**src/rtl/matrix_frame_loader.sv**
```systemverilog
// matrix_frame_loader: reads a parsed frame out of the number RAM (rows, cols,
// then elements), validates dimensions against the value count and streams the
// elements row-major over a valid/ready interface.
module matrix_frame_loader #(
  parameter int unsigned DATA_WIDTH = 32,
  parameter int unsigned ADDR_WIDTH = 11,
  parameter int unsigned MAX_DIM    = 32
) (
  input  logic                  clk,
  input  logic                  rst,
  input  logic                  start,
  input  logic [10:0]           num_count,
  output logic [ADDR_WIDTH-1:0] rd_addr,
  input  logic [DATA_WIDTH-1:0] rd_data,
  output logic [7:0]            rows,
  output logic [7:0]            cols,
  output logic [DATA_WIDTH-1:0] elem_data,
  output logic [7:0]            elem_row,
  output logic [7:0]            elem_col,
  output logic                  elem_valid,
  output logic                  elem_last,
  input  logic                  elem_ready,
  output logic                  busy,
  output logic                  done,
  output logic                  error,
  output logic [1:0]            err_code
);

  typedef enum logic [3:0] {
    S_IDLE,
    S_RD_ROWS,
    S_RD_COLS,
    S_CHECK,
    S_FETCH,
    S_CAPTURE,
    S_PRESENT,
    S_DONE,
    S_ERROR
  } state_e;

  localparam logic [1:0] ERR_NONE     = 2'd0;
  localparam logic [1:0] ERR_SHORT    = 2'd1;
  localparam logic [1:0] ERR_BAD_DIM  = 2'd2;
  localparam logic [1:0] ERR_MISMATCH = 2'd3;

  state_e                state_q, state_d;
  logic [ADDR_WIDTH-1:0] rd_addr_q, rd_addr_d;
  logic [7:0]            rows_q, rows_d;
  logic [7:0]            cols_q, cols_d;
  logic                  rows_bad_q, rows_bad_d;
  logic [7:0]            row_q, row_d;
  logic [7:0]            col_q, col_d;
  logic [DATA_WIDTH-1:0] elem_data_q, elem_data_d;
  logic [7:0]            elem_row_q, elem_row_d;
  logic [7:0]            elem_col_q, elem_col_d;
  logic                  elem_valid_q, elem_valid_d;
  logic                  elem_last_q, elem_last_d;
  logic [1:0]            err_code_q, err_code_d;
  logic [15:0]           expected_count;

  // A dimension is legal only as a strictly positive value no larger than MAX_DIM.
  function automatic logic dim_bad(input logic [DATA_WIDTH-1:0] v);
    return v[DATA_WIDTH-1] || (v == '0) || (v > DATA_WIDTH'(MAX_DIM));
  endfunction

  // Rows only survives as 8 bits, so its full-width legality is judged when it
  // is read and carried into CHECK as a flag.
  assign expected_count = 16'd2 + (16'(rows_q) * 16'(rd_data[7:0]));

  // State and datapath registers with synchronous reset.
  always_ff @(posedge clk) begin
    if (rst) begin
      state_q      <= S_IDLE;
      rd_addr_q    <= '0;
      rows_q       <= '0;
      cols_q       <= '0;
      rows_bad_q   <= 1'b0;
      row_q        <= '0;
      col_q        <= '0;
      elem_data_q  <= '0;
      elem_row_q   <= '0;
      elem_col_q   <= '0;
      elem_valid_q <= 1'b0;
      elem_last_q  <= 1'b0;
      err_code_q   <= ERR_NONE;
    end else begin
      state_q      <= state_d;
      rd_addr_q    <= rd_addr_d;
      rows_q       <= rows_d;
      cols_q       <= cols_d;
      rows_bad_q   <= rows_bad_d;
      row_q        <= row_d;
      col_q        <= col_d;
      elem_data_q  <= elem_data_d;
      elem_row_q   <= elem_row_d;
      elem_col_q   <= elem_col_d;
      elem_valid_q <= elem_valid_d;
      elem_last_q  <= elem_last_d;
      err_code_q   <= err_code_d;
    end
  end

  // Next-state and datapath update logic.
  always_comb begin
    state_d      = state_q;
    rd_addr_d    = rd_addr_q;
    rows_d       = rows_q;
    cols_d       = cols_q;
    rows_bad_d   = rows_bad_q;
    row_d        = row_q;
    col_d        = col_q;
    elem_data_d  = elem_data_q;
    elem_row_d   = elem_row_q;
    elem_col_d   = elem_col_q;
    elem_valid_d = elem_valid_q;
    elem_last_d  = elem_last_q;
    err_code_d   = err_code_q;

    unique case (state_q)
      S_IDLE, S_DONE, S_ERROR: begin
        if (start) begin
          if (num_count < 11'd2) begin
            state_d    = S_ERROR;
            err_code_d = ERR_SHORT;
          end else begin
            state_d    = S_RD_ROWS;
            rd_addr_d  = '0;
            err_code_d = ERR_NONE;
          end
        end
      end
      S_RD_ROWS: begin
        rd_addr_d = ADDR_WIDTH'(1);
        state_d   = S_RD_COLS;
      end
      S_RD_COLS: begin
        rows_d     = rd_data[7:0];
        rows_bad_d = dim_bad(rd_data);
        state_d    = S_CHECK;
      end
      S_CHECK: begin
        cols_d = rd_data[7:0];
        if (rows_bad_q || dim_bad(rd_data)) begin
          state_d    = S_ERROR;
          err_code_d = ERR_BAD_DIM;
        end else if (16'(num_count) != expected_count) begin
          state_d    = S_ERROR;
          err_code_d = ERR_MISMATCH;
        end else begin
          rd_addr_d = ADDR_WIDTH'(2);
          row_d     = '0;
          col_d     = '0;
          state_d   = S_FETCH;
        end
      end
      S_FETCH: begin
        state_d = S_CAPTURE;
      end
      S_CAPTURE: begin
        elem_data_d  = rd_data;
        elem_row_d   = row_q;
        elem_col_d   = col_q;
        elem_valid_d = 1'b1;
        elem_last_d  = (row_q == rows_q - 8'd1) && (col_q == cols_q - 8'd1);
        state_d      = S_PRESENT;
      end
      S_PRESENT: begin
        if (elem_ready) begin
          elem_valid_d = 1'b0;
          if (elem_last_q) begin
            state_d = S_DONE;
          end else begin
            rd_addr_d = rd_addr_q + ADDR_WIDTH'(1);
            if (col_q == cols_q - 8'd1) begin
              col_d = '0;
              row_d = row_q + 8'd1;
            end else begin
              col_d = col_q + 8'd1;
            end
            state_d = S_FETCH;
          end
        end
      end
      default: begin
        state_d = S_IDLE;
      end
    endcase
  end

  assign rd_addr    = rd_addr_q;
  assign rows       = rows_q;
  assign cols       = cols_q;
  assign elem_data  = elem_data_q;
  assign elem_row   = elem_row_q;
  assign elem_col   = elem_col_q;
  assign elem_valid = elem_valid_q;
  assign elem_last  = elem_last_q;
  assign err_code   = err_code_q;
  assign done       = (state_q == S_DONE);
  assign error      = (state_q == S_ERROR);
  assign busy       = (state_q != S_IDLE) && (state_q != S_DONE) && (state_q != S_ERROR);

endmodule

```
**config.mk**
```make
export PLATFORM = sky130hd
export DESIGN_NAME = matrix_frame_loader
export DESIGN_NICKNAME = d
export VERILOG_FILES = /design/src/rtl/matrix_frame_loader.sv
export SDC_FILE = /design/constraint.sdc
export NUM_CORES = 1
export LEC_CHECK = 0
export CAP_MARGIN = 25
export CORE_ASPECT_RATIO = 0.9
export CORE_MARGIN = 2
export CORE_UTILIZATION = 50
export CTS_CLUSTER_DIAMETER = 50
export DETAILED_ROUTE_END_ITERATION = 16
export PLACE_DENSITY = 0.78
export SLEW_MARGIN = 20
export SYNTH_ARGS = -nofsm -noshare
export SYNTH_HDL_FRONTEND = slang
export SYNTH_SLANG_ARGS = --single-unit
```
**constraint.sdc**
```tcl
create_clock -name clk -period 8.7 [get_ports clk]
set_input_delay 2.175 -clock clk [delete_from_list [all_inputs] [get_ports clk]]
set_output_delay 2.175 -clock clk [all_outputs]
set_load 0.02 [all_outputs]
```
==> results of run 1 <==
logic make-up after synthesis:
family                     after synthesis  share of synthesized area (%)
and+or+nand+nor                        387                          25.45
buffers and inverters                  126                          6.893
xor gates and xnor gates                38                          4.654
adders and majority gates               77                          17.35
AOI/OAI and AO/OA                      195                          17.51
DFF                                    100                          27.99
muxes                                    1                         0.1400
critical path, delay by kind of cell:
family	cells	cell delay (ns)
simple gates	4	1.19
compound gates	5	1.10
fa+ha+maj	5	2.52
buf+inv	2	0.80
worst paths after layout:
| kind | startpoint | endpoint | slack [ns] | cells after the start |
|---|---|---|---|---|
| min | elem_data[17]$_SDFFE_PP0P_ | elem_data[17]$_SDFFE_PP0P_ | 0.45 | 2 |
| max reg2reg | rows[2]$_SDFFE_PP0P_ | col_q[4]$_SDFFE_PP0P_ | 2.93 | 15 |
| min reg2reg | elem_data[17]$_SDFFE_PP0P_ | elem_data[17]$_SDFFE_PP0P_ | 0.45 | 2 |
| max | rd_data[7] | col_q[4]$_SDFFE_PP0P_ | 1.12 | 16 |
layout make-up:
class,count,area [um2]
Clock inverter,5,37.54
Multi-Input combinational cell,698,4669
Inverter,68,255.2
Tap cell,193,241.5
Fill cell,1282,5241
Sequential cell,100,2002
Clock buffer,10,229.0
Timing Repair Buffer,132,1329
power by group through the flow:
stage	clock network (uW)	logic (uW)	registers [uW]
5_1_grt	394	355	500
3_5_place_dp	0	311	507
3_3_place_gp	0	306	507
6_report	369	318	498
2_1_floorplan	0	225	498
4_1_cts	379	316	497
layer usage:
metal  routed length (um)  track usage, %  share of wire (%)  up-vias
li1                     -               -                  -     3307
met1                 8462           34.40                 44     3167
met2                 8363           39.40                 44      280
met3                 1909           7.773                 10       23
met4                  295           6.048                1.6        0
met5                    0               0                  0        -
registers in the layout, indices dropped and copies added, names as in the netlist, 2 cells and up:
| register | cells |
|---|---|
| elem_data | 32 |
| err_code | 2 |
| state_q | 4 |
| row_q | 8 |
| elem_row | 8 |
| cols | 8 |
| rd_addr | 11 |
| col_q | 8 |
| rows | 8 |
| elem_col | 8 |
Yosys cell counts (4+ instances only):
cell and n:
and3_1 8, o211ai_1 4, nor3b_1 5, o21ai_1 4, buf_2 4, nand4_1 5
a311oi_1 18, a211oi_1 5, a41oi_1 4, nand2b_1 13, nor3_1 19, nand3_1 23
inv_1 68, or3_1 4, nor4_1 12, xnor2_1 19, nor2b_1 4, dfxtp_1 100
xor2_1 19, a21oi_1 97, o21ai_0 16, fa_1 37, nor2_1 47, nand2_1 196
and2_1 37, clkbuf_1 50, ha_1 40
metrics by stage:
| stage | std cells | util [%] | hold slack (ns) |
|---|---|---|---|
| floorplan | 924 | - | 0.4690 |
| CTS | 1205 | 62.34 | 0.4548 |
| global route | 1206 | 62.57 | 0.4732 |
| detailed placement | 1190 | 60.44 | 0.4453 |
| finish | 1206 | 62.57 | 0.4520 |
| global placement | 1190 | 60.44 | 0.4407 |
==> metrics.yaml, run 1 <==
status: "complete, no violations"
power_switching_uw: 385.5
rsz0062_at_grt: "no"
synth_ff_type: "dfxtp_1"
grt_pass1_wl_um: 31290
antenna_found_initial: 0
core_um2: 14000
syn_nets: 1048
synth-seq-area-share_pct: 27.99
grt_max_degree: 102
p_total_uw: 1185
nets: 1133
post-cts-setup-buffer-count: 0
pin_count: 129
path_cells: "clkdlybuf4s50_1 -> nand2_1 -> fa_1 -> fa_1 -> fa_1 -> inv_1 -> fa_1 -> ha_1 -> a21oi_1 -> o21bai_1 -> a2111oi_0 -> a32oi_1 -> nor4_2 -> nand4_2 -> nand2_1 -> a311oi_1"
drt_iter0_drc: 441
final_antenna_net_count: 0
critical_path.most_common_cell: "fa_1"
start_util_pct: 51.07
mostFrequentLayoutCell: "nand2_1"
pwr-share-comb_pct: 26.8
num_vias: 6777
maxSlewHeadroom_pct: 35.50
skew_ns: 0.008577
grt_use_total_pct: 25.31
fp.dieH_um: 117.5
start_kind: "primary input"
critPathCaptureType: "register"
postSynthAreaPerCell_um2: 7.740
ys_ff_latch: 100
cts_buffer_depth: 2
place_area_um2: 8464
htree_levels: 3
leakage_uw: 0.003335
arrival_ns: 7.80
finalCritPeriodShare_pct: 87.12
synth.largest_area_cell: "dfxtp_1"
synth_edf_count: 0
drive_gt1_share_pct: 3.653
worstSkewPairLatency_ns: 0.35
min_path_type: "reg2reg"
fp-row-count: 41
p_sw_share_pct: 32.52
ctsHoldBuffers: 0
path_class: "in2reg"
sequentialPowerShare_pct: 42.0
cpPeakStageDelay_ns: 0.74
power.share.clock_pct: 31.2
synth_area_leaders: "dfxtp_1, fa_1, nand2_1"
maxCapViolations: 0
place_hpwl_um: 13820
place_congestion: 0.9025
cts_num_sinks: 100
synth_cell_types: 69
yosys.area.top_type_share_pct: 27.99
tritoncts: "done"
wl_per_cell_um: 15.78
wirelength_um: 19030
postLayoutCellArea_um2: 8763
area_delta_synth_final_pct: 22.53
fmax_mhz: 131.9
cts_root_buf: "clkbuf_16"
ir_worst_vdd_v: 0.0001507
cts_repair_resize_count: 0
syn_inst: 924
final_cell_mix: "nand2_1, clkdlybuf4s50_1, dfxtp_1, a21oi_1, inv_1"
drc: 0
cpMaxStageDelayCell: "clkdlybuf4s50_1"
fin_crit_ns: 7.579
diodes: 0
synth_warnings: 0
setup_viol: 0
p_int_uw: 799.8
tightest_slew_ns: 0.9675
p_per_area_nw_per_um2: 135.3
setup_tns_ns: 0
setup_ws_ns: 1.121
path_clk_slew_ns: 0.06
synth_area_um2: 7152
overflow: 0
io_buffers: 128
slew_viol_final: 0
dieWidth_um: 130.1
die-area_um2: 15280
cp_max_fo: 12
place_ws_ns: 0.8186
numCtsBuffers: 9
grt_pass1_vias: 6359
cp_data_required_time_ns: 8.92
vias_per_cell: 5.619
finalHoldViolCount: 0
firstDrtPassIters: 5
async_flop_share_pct: 0
Note: power is estimated with default switching activity, not from simulation.
==> run 2: changes to the inputs <==
CAP_MARGIN = default   (was 25)
REMOVE_ABC_BUFFERS = 1   (was default)
==> run 2 against run 1 <==
Compared with the run above: non-clock buffer count fell by 2; total power rose by 3.3%; setup slack got worse by 0.043 ns; critical path type unchanged; highest routed layer unchanged.
==> metrics.yaml, run 2 (synthesis results as in run 1) <==
status: "complete, no violations"
grt_pass1_wl_um: 30610  # -2.2%
drive_gt1_share_pct: 3.656  # about the same
tritoncts: "done"
skew_ns: 0.005469  # -0.003108 ns
start_util_pct: 51.07  # unchanged
leakage_uw: 0.003338  # about the same
final_core_util_pct: 62.64  # +0.063 points
pin_count: 129  # unchanged
grt_max_degree: 103  # +0.98%
maxSlewHeadroom_pct: 30.97  # -4.5 points
post-cts-setup-buffer-count: 0  # unchanged
numCtsBuffers: 9  # unchanged
critPathLaunch: "rd_data[4]"
dieWidth_um: 130.1  # unchanged
critPathCaptureType: "register"
arrival_ns: 7.80  # about the same
cpPeakStageDelay_ns: 0.81  # +0.07 ns
r2r_cells: 15  # unchanged
crit-reg2reg-launch: "rows[4]$_SDFFE_PP0P_"
r2r_slack_ns: 3.01  # +0.08 ns
p_per_area_nw_per_um2: 139.6  # +3.2%
diodes: 0  # unchanged
postLayoutCellArea_um2: 8772  # about the same
cts_repair_resize_count: 0  # unchanged
r2r-end: "col_q[7]$_SDFFE_PP0P_"
drt_iter0_drc: 508  # +15%
path_clk_slew_ns: 0.07  # about the same
die-area_um2: 15280  # unchanged
path_class: "in2reg"
crit_family: "adder cells"
crit_path_end: "col_q[7]$_SDFFE_PP0P_"
cts_num_sinks: 100  # unchanged
fp.dieH_um: 117.5  # unchanged
final_cell_mix: "nand2_1, clkdlybuf4s50_1, dfxtp_1, a21oi_1, inv_1"
cts_root_buf: "clkbuf_16"
path_depth: 16  # unchanged
maxCapViolations: 0  # unchanged
path_buf_inv: 2  # unchanged
ir_worst_vdd_v: 0.0001054  # -30%
place_congestion: 0.8741  # -3.1%
antenna_found_initial: 0  # unchanged
largest_reg_flops: 32  # unchanged
final_antenna_net_count: 0  # unchanged
nets: 1131  # -0.18%
fin_crit_ns: 7.623  # +0.04334 ns
overflow: 0  # unchanged
cp_data_required_time_ns: 8.88  # -0.04 ns
critical_path.most_common_cell: "fa_1"
wirelength_um: 18530  # -2.6%
mostFrequentLayoutCell: "nand2_1"
core_um2: 14000  # unchanged
cts_buffer_depth: 2  # unchanged
cp_max_fo: 12  # unchanged
n_fill_cell: 1269  # -1.0%
worstSkewPairLatency_ns: 0.34  # about the same
fmax_mhz: 131.2  # -0.57%
slew_viol_final: 0  # unchanged
hold_ws_ns: 0.4520  # +0.00002700 ns
cpMaxStageDelayCell: "clkdlybuf4s50_1"
fp-row-count: 41  # unchanged
regArea_um2: 2002  # unchanged
path_cells: "clkdlybuf4s50_1 -> nand2_1 -> fa_1 -> fa_1 -> fa_1 -> fa_1 -> inv_1 -> ha_1 -> nand3_1 -> o211ai_1 -> a221o_1 -> a32oi_1 -> nor4_2 -> nand4_2 -> nand2_1 -> a311oi_1"
io_buffers: 128  # unchanged
multi_input_area_um2: 4669  # unchanged
setup_tns_ns: 0  # unchanged
place_area_um2: 8457  # about the same
drc: 0  # unchanged
grt_use_total_pct: 24.46  # -0.85 points
vias_per_cell: 5.569  # -0.89%
finalHoldViolCount: 0  # unchanged
htree_levels: 3  # unchanged
wl_per_cell_um: 15.38  # -2.6%
setup_viol: 0  # unchanged
rsz0062_at_grt: "no"
tightest_slew_ns: 1.035  # +0.06792 ns
firstDrtPassIters: 5  # unchanged
area_delta_synth_final_pct: 22.66  # about the same
grt_pass1_vias: 6207  # -2.4%
place_hpwl_um: 13220  # -4.3%
min_path_type: "reg2reg"
start_kind: "primary input"
finalCritPeriodShare_pct: 87.62  # +0.50 points
num_vias: 6711  # -0.97%
ctsHoldBuffers: 0  # unchanged
## run 2: cell count changes in the layout (fill, tap and decap cells not counted)
cell	previous run	this run
inv_6	0	1
clkbuf_1	1	0
clkinv_2	2	1
buf_4	4	3
clkbuf_8	0	1
buf_16	1	0
bufinv_16	0	1
## run 2: layout make-up
type	instances	share of cell area [%]
clock inverters	6	0.8130
clock buffers	10	2.724
well taps	193	2.753
repair buffers	130	14.75
inverters	68	2.910
multi-input cells	698	53.23
flip-flops and latches	100	22.82
## run 2: metrics by stage
stage	setup slack (ns)	power (uW)	cells
2_1_floorplan	2.055	703.5	866
3_3_place_gp	0.8954	812.4	1189
3_5_place_dp	0.8011	814.6	1189
4_1_cts	1.138	1232	1205
5_1_grt	0.7721	1290	1205
6_report	1.077	1224	1205
## run 2: worst min-delay path by stage
stage | start | end | slack (ns) | depth (start not counted)
6_report | elem_row[7]$_SDFFE_PP0P_ | elem_row[7]$_SDFFE_PP0P_ | 0.45 | 2
5_1_grt | elem_data[12]$_SDFFE_PP0P_ | elem_data[12]$_SDFFE_PP0P_ | 0.47 | 2
4_1_cts | elem_row[7]$_SDFFE_PP0P_ | elem_row[7]$_SDFFE_PP0P_ | 0.46 | 2
3_5_place_dp | elem_col[4]$_SDFFE_PP0P_ | elem_col[4]$_SDFFE_PP0P_ | 0.45 | 2
3_3_place_gp | elem_data[26]$_SDFFE_PP0P_ | elem_data[26]$_SDFFE_PP0P_ | 0.44 | 2
2_1_floorplan | col_q[7]$_SDFFE_PP0P_ | elem_col[7]$_SDFFE_PP0P_ | 0.46 | 2
## run 2: worst min-delay path, cell delays in order (launching register included)
cell and delay, ns:
dfxtp_1 0.31, nand2_1 0.05, a21oi_1 0.05
## run 2: routing by layer
metal	up-vias	wire, um	GRT usage [%]
met5	-	0	0
met3	16	1492	6.000
met2	242	8313	37.30
met4	0	172	4.906
li1	3295	-	-
met1	3158	8550	35.31
## run 2: power breakdown
group / total, uW / switching, uW / internal, uW
Sequential: 498 / 29.0 / 469
Combinational: 313 / 178 / 135
Clock: 413 / 180 / 234
Total: 1220 / 387 / 838
==> run 3: changes to the inputs <==
SETUP_SLACK_MARGIN = 0.3   (was default)
==> results of run 3 <==
The final DEF is identical to that of run 2; final timing and power are the same.
